$ cat src/rtl/iu_pkg.sv
// Shared types and helpers for the integer-pipeline hazard/forwarding tracker.
package iu_pkg;

   // Entry rn is sized for the largest supported register file; callers size-cast to it.
   localparam int IU_RN_W = 8;
   localparam int FWD_RF  = 0;

   typedef struct packed {
      logic               valid;
      logic               wreg;
      logic [IU_RN_W-1:0] rn;
      logic               load;
   } iu_entry_t;

   function automatic int iu_sel_w(input int stages);
      return (stages < 1) ? 1 : $clog2(stages + 1);
   endfunction

endpackage

$ cat src/rtl/iu_fwd_match.sv
// One source operand's priority search over the in-flight stage entries.
module iu_fwd_match
   import iu_pkg::*;
#(
   parameter int STAGES     = 2,
   parameter int LOAD_STAGE = 2,
   parameter int AW         = 5,
   parameter int SW         = 2
) (
   input  iu_entry_t [STAGES-1:0] entries_i,
   input  logic                   en_i,
   input  logic [AW-1:0]          rs_i,
   output logic                   hit_o,
   output logic [SW-1:0]          sel_o,
   output logic                   mem_o,
   output logic                   hazard_o
);

   always_comb begin
      hit_o    = 1'b0;
      sel_o    = SW'(FWD_RF);
      mem_o    = 1'b0;
      hazard_o = 1'b0;
      // Walk oldest to youngest so the youngest match is the one left standing.
      for (int k = STAGES; k >= 1; k--) begin
         if (en_i && entries_i[k-1].valid && entries_i[k-1].wreg &&
             entries_i[k-1].rn == IU_RN_W'(rs_i)) begin
            hit_o    = 1'b1;
            sel_o    = SW'(k);
            mem_o    = entries_i[k-1].load;
            hazard_o = entries_i[k-1].load && (k < LOAD_STAGE);
         end
      end
   end

endmodule

$ cat src/rtl/iu_hazard_unit.sv
// Tracks destinations in flight past ID; drives operand forwarding selects,
// the load-use stall, retire info and a saturating stall counter.
module iu_hazard_unit
   import iu_pkg::*;
#(
   parameter int  NREG       = 32,
   parameter int  STAGES     = 2,
   parameter int  LOAD_STAGE = 2,
   parameter int  NSRC       = 2,
   parameter int  SW         = iu_sel_w(STAGES),
   localparam int AW         = $clog2(NREG)
) (
   input  logic               clk,
   input  logic               clrn,
   input  logic               id_valid,
   input  logic [NSRC*AW-1:0] id_rs,
   input  logic [NSRC-1:0]    id_use,
   input  logic               id_wreg,
   input  logic [AW-1:0]      id_rn,
   input  logic               id_load,
   input  logic               flush,
   input  logic               ext_stall,
   output logic               stall,
   output logic [NSRC*SW-1:0] fwd_sel,
   output logic [NSRC-1:0]    fwd_mem,
   output logic [STAGES-1:0]  stg_valid,
   output logic               ret_valid,
   output logic [AW-1:0]      ret_rn,
   output logic [15:0]        stall_cnt
);

   iu_entry_t [STAGES-1:0] entries_q, entries_d;
   iu_entry_t              id_entry;
   logic [15:0]            stall_cnt_q, stall_cnt_d;
   logic [NSRC-1:0]        hit, mem_raw, hazard;
   logic                   accept;

   genvar gi;
   generate
      for (gi = 0; gi < NSRC; gi++) begin : g_src
         iu_fwd_match #(
            .STAGES     (STAGES),
            .LOAD_STAGE (LOAD_STAGE),
            .AW         (AW),
            .SW         (SW)
         ) u_match (
            .entries_i (entries_q),
            .en_i      (id_valid & id_use[gi] & (id_rs[gi*AW +: AW] != '0)),
            .rs_i      (id_rs[gi*AW +: AW]),
            .hit_o     (hit[gi]),
            .sel_o     (fwd_sel[gi*SW +: SW]),
            .mem_o     (mem_raw[gi]),
            .hazard_o  (hazard[gi])
         );
         assign fwd_mem[gi] = hit[gi] & mem_raw[gi];
      end

      for (gi = 0; gi < STAGES; gi++) begin : g_vld
         assign stg_valid[gi] = entries_q[gi].valid;
      end
   endgenerate

   assign stall  = (|hazard) & ~flush;
   assign accept = id_valid & ~stall & ~flush;

   always_comb begin
      id_entry = '0;
      if (accept) begin
         id_entry.valid = 1'b1;
         id_entry.wreg  = id_wreg;
         id_entry.rn    = IU_RN_W'(id_rn);
         id_entry.load  = id_load;
      end
   end

   always_comb begin
      entries_d    = entries_q;
      entries_d[0] = id_entry;
      for (int k = 1; k < STAGES; k++) begin
         entries_d[k] = entries_q[k-1];
      end
   end

   assign stall_cnt_d = (stall && stall_cnt_q != 16'hFFFF) ? stall_cnt_q + 16'd1 : stall_cnt_q;

   always_ff @(posedge clk or negedge clrn) begin
      if (!clrn) begin
         entries_q   <= '0;
         stall_cnt_q <= '0;
      end else if (!ext_stall) begin
         entries_q   <= entries_d;
         stall_cnt_q <= stall_cnt_d;
      end
   end

   // The register file writes on negedge, so the final entry is the last one forwarded.
   assign ret_valid = entries_q[STAGES-1].valid & entries_q[STAGES-1].wreg & ~ext_stall;
   assign ret_rn    = entries_q[STAGES-1].rn[AW-1:0];
   assign stall_cnt = stall_cnt_q;

endmodule

$ cat config.mk
export PLATFORM = sky130hd
export DESIGN_NAME = iu_hazard_unit
export DESIGN_NICKNAME = d
export VERILOG_FILES = /design/src/rtl/iu_pkg.sv /design/src/rtl/iu_fwd_match.sv /design/src/rtl/iu_hazard_unit.sv
export SDC_FILE = /design/constraint.sdc
export NUM_CORES = 1
export LEC_CHECK = 0
export ABC_AREA = 1
export ABC_CLOCK_PERIOD_IN_PS = 4070
export CORE_ASPECT_RATIO = 0.7
export CORE_UTILIZATION = 45
export DETAILED_ROUTE_END_ITERATION = 7
export DONT_BUFFER_PORTS = 1
export PLACE_DENSITY_LB_ADDON = 0.3
export RECOVER_POWER = 50
export SLEW_MARGIN = 10
export SYNTH_ARGS = -nofsm -noshare
export SYNTH_HDL_FRONTEND = slang
export SYNTH_SLANG_ARGS = --single-unit
export TNS_END_PERCENT = 30
$ cat constraint.sdc
create_clock -name clk -period 4.07 [get_ports clk]
set_clock_uncertainty 0.1 [all_clocks]
set_input_delay 0.814 -clock clk [delete_from_list [all_inputs] [get_ports clk]]
set_output_delay 0.814 -clock clk [all_outputs]
set_load 0.03 [all_outputs]
==> flow_summary.yaml <==
finish:
  register_area_um2: 800.8
  nets: 313
  antenna_cells: 0
  nFillCells: 451
  final_core_util_pct: 49.40
  layout-drive-gt1-share_pct: 11.81
  area_delta_synth_final_pct: 5.137
  multiInputGateArea_um2: 985.9
synthesis:
  muxShareOfSynthArea_pct: 0
  synth_compound_area_share_pct: 7.829
  synth_fa_ha_area_share_pct: 0.6116
  syn-num-nets: 314
  synth_warnings: 0
  avgSynthCellArea_um2: 7.079
  synthDistinctLibCells: 29
  synth_xor_area_share_pct: 3.425
  yosys.area_share.simple_pct: 36.33
  yosysSeqAreaShare_pct: 39.14
  synth_cells: 289
  syn_area_um2: 2046
  synth_top_family_by_area: "simple AND/OR/NAND/NOR gates"
  synth-seq-cells: 32
worst_setup_path:
  worstRegToRegCells: 10
  cp-start-kind: "register"
  crit_type: "reg2out"
  r2r_slack_ns: 1.92
  cp_cell_sequence: "nand2_1, a21oi_1, nand2_1, nor2_1, nand3_2, nand2_4, nand2_1, inv_1"
  cp_slowest_cell: "dfrtp_1"
  r2r-start: "stall_cnt[0]"
  crit_end: "stall"
  crit_fanout: 9
  critPathLaunch: "stg_valid[0]"
  crit_top_cell: "nand2_1"
  r2r_end: "stall_cnt[5]"
  cpPeakStageDelay_ns: 0.56
  arrival_ns: 2.12
  cp_data_required_time_ns: 3.16
  end_kind: "output pin"
cts:
  post_cts_buffers: 0
  clk_path_buf_depth: 2
  clkTransAtPathRegs_ns: 0.07
  cts.htree.levels: 2
  cts.repair.resized: 0
  clkSinkCount: 32
  cts_root_buf: "clkbuf_8"
  cts_tree: "done"
  insertion_delay_ns: 0.28
  cts_made_buffers: 5
  hold_buffers: 0
die:
  core_um2: 4354
  die-area_um2: 4824
  fp-row-count: 20
  die_w_um: 82.59
  chipHeight_um: 58.41
  io_pins: 55
  initial_core_util_pct: 46.98
route:
  drc: 0
  viasPerCell: 5.192
  routed_wl_um: 4832
  wl_per_cell_um: 14.09
  vias: 1781
  drt_pass1_iterations: 4
  ant_nets: 0
  drtIter0Drc: 138
global_routing:
  grt_pass1_wl_um: 7969
  grt_usage_pct: 22.55
  grt_overflow: 0
  antenna_found_initial: 0
  grt_max_degree: 33
  grt_pass1_vias: 1682
timing:
  finalHoldViolCount: 0
  slew_viol_final: 0
  timing.final.crit_share_pct: 74.50
  slew_headroom_pct: 35.56
  whs_ns: 0.1206
  tns_ns: 0
  post-route-min-period_ns: 3.032
  finalSetupViolCount: 0
  tightest_slew_ns: 0.9646
  max_freq_mhz: 329.8
  rsz0062_at_grt: "no"
placement:
  place_congestion: 0.9046
  dp_hpwl_um: 3718
  port-buffer-count: 0
pwr:
  p_per_area_nw_per_um2: 310.6
  ir_worst_vdd_v: 0.0001453
  power.leakage_nw: 1.088
run_status:
  status: "complete, no violations"
flow_run:
  cap_violations: 0
min_path:
  hold_path_class: "in2async"
Yosys cell counts (all sizes together):
cell type / count / share of area [%]
o2111ai: 1 / 0.43
nand2: 82 / 15
nor3b: 1 / 0.37
nand3: 24 / 7.2
xnor2: 5 / 2.1
xor2: 3 / 1.3
clkbuf: 2 / 0.37
buf: 9 / 3.7
nor2: 31 / 6.4
nor4: 2 / 0.61
o211ai: 1 / 0.37
o21ai: 25 / 6.1
inv: 47 / 8.6
ha: 1 / 0.61
dfrtp: 32 / 39
nand3b: 5 / 1.8
nand4: 8 / 2.4
nor3: 6 / 1.7
a21oi: 3 / 0.92
and2: 1 / 0.31
placed cells by master (no fill, tap or decap):
cell,n
and2_1,1
nor2_1,25
nand3_4,1
nand4_1,8
nor3b_1,1
a21oi_2,1
nor3_2,1
o21ai_1,6
dfrtp_1,32
a21oi_1,2
nor2_2,6
o21ai_0,19
buf_4,3
o211ai_1,1
xor2_1,3
inv_1,36
nand3b_1,5
nand3_1,20
nand3_2,3
o2111ai_1,1
nand2_4,1
nor3_1,5
ha_1,1
nand2_1,81
inv_2,11
nor4_1,2
clkbuf_8,7
xnor2_1,5
metal layers:
metal / global-route usage, % / part of all wire (%) / up-vias / wire (um)
met5: 0 / 0 / - / 0
met4: 8.374 / 1.1 / 0 / 51
met3: 7.907 / 9.0 / 6 / 437
met2: 31.05 / 39 / 62 / 1873
met1: 32.42 / 51 / 811 / 2470
li1: - / - / 902 / -
worst min path at each step:
stage                     to  slack, ns  depth (start not counted)          start
2_1_floorplan  entries_q[20]       0.35                          2  entries_q[20]
3_3_place_gp   entries_q[20]       0.36                          2  entries_q[20]
3_5_place_dp   entries_q[20]       0.38                          2  entries_q[20]
4_1_cts        entries_d[13]       0.11                          0           clrn
5_1_grt        entries_q[11]       0.10                          0           clrn
6_report           ret_rn[0]       0.12                          0           clrn
per-stage QoR:
stage                     total power [mW]  instances  cell area [um^2]  setup WS (ns)
after floorplan                     0.4046        289              2046         0.8552
after global placement              0.4060        336              2054          1.227
after detailed placement            0.4069        336              2054          1.222
after CTS                           0.6723        343              2151          1.019
after global routing                0.6966        343              2151         0.8472
final                               0.6680        343              2151          1.038
layout make-up:
cell class                      instances  share of cell area, %
Timing Repair Buffer                    3                  1.047
Clock buffer                            7                  4.479
Inverter                               47                  8.202
Multi-Input combinational cell        199                  45.84
Tap cell                               55                  3.200
Sequential cell                        32                  37.23
power breakdown:
part           switching (mW)  internal, mW  leakage [nW]
logic                  0.0306        0.0188         0.625
clock network           0.116         0.151        0.0503
registers              0.0239         0.329         0.412
flip-flops by register name (all words and copies together), names as in the netlist:
register / flops
entries_d: 7
entries_q: 2
ret_rn: 5
stall_cnt: 16
stg_valid: 2
cell families after synthesis:
logic type                 after synthesis
xor gates and xnor gates                 8
buffers and inverters                   58
and+or+nand+nor                        160
DFF                                     32
AOI/OAI and AO/OA                       30
adders and majority gates                1
worst max-delay path: cells and delay by family (launching register included):
kind,cells,cell delay [ns]
buffers and inverters,1,0.31
AOI/OAI and AO/OA,1,0.16
and+or+nand+nor,6,0.80
DFF,1,0.56
(Power assumes the default switching activity.)
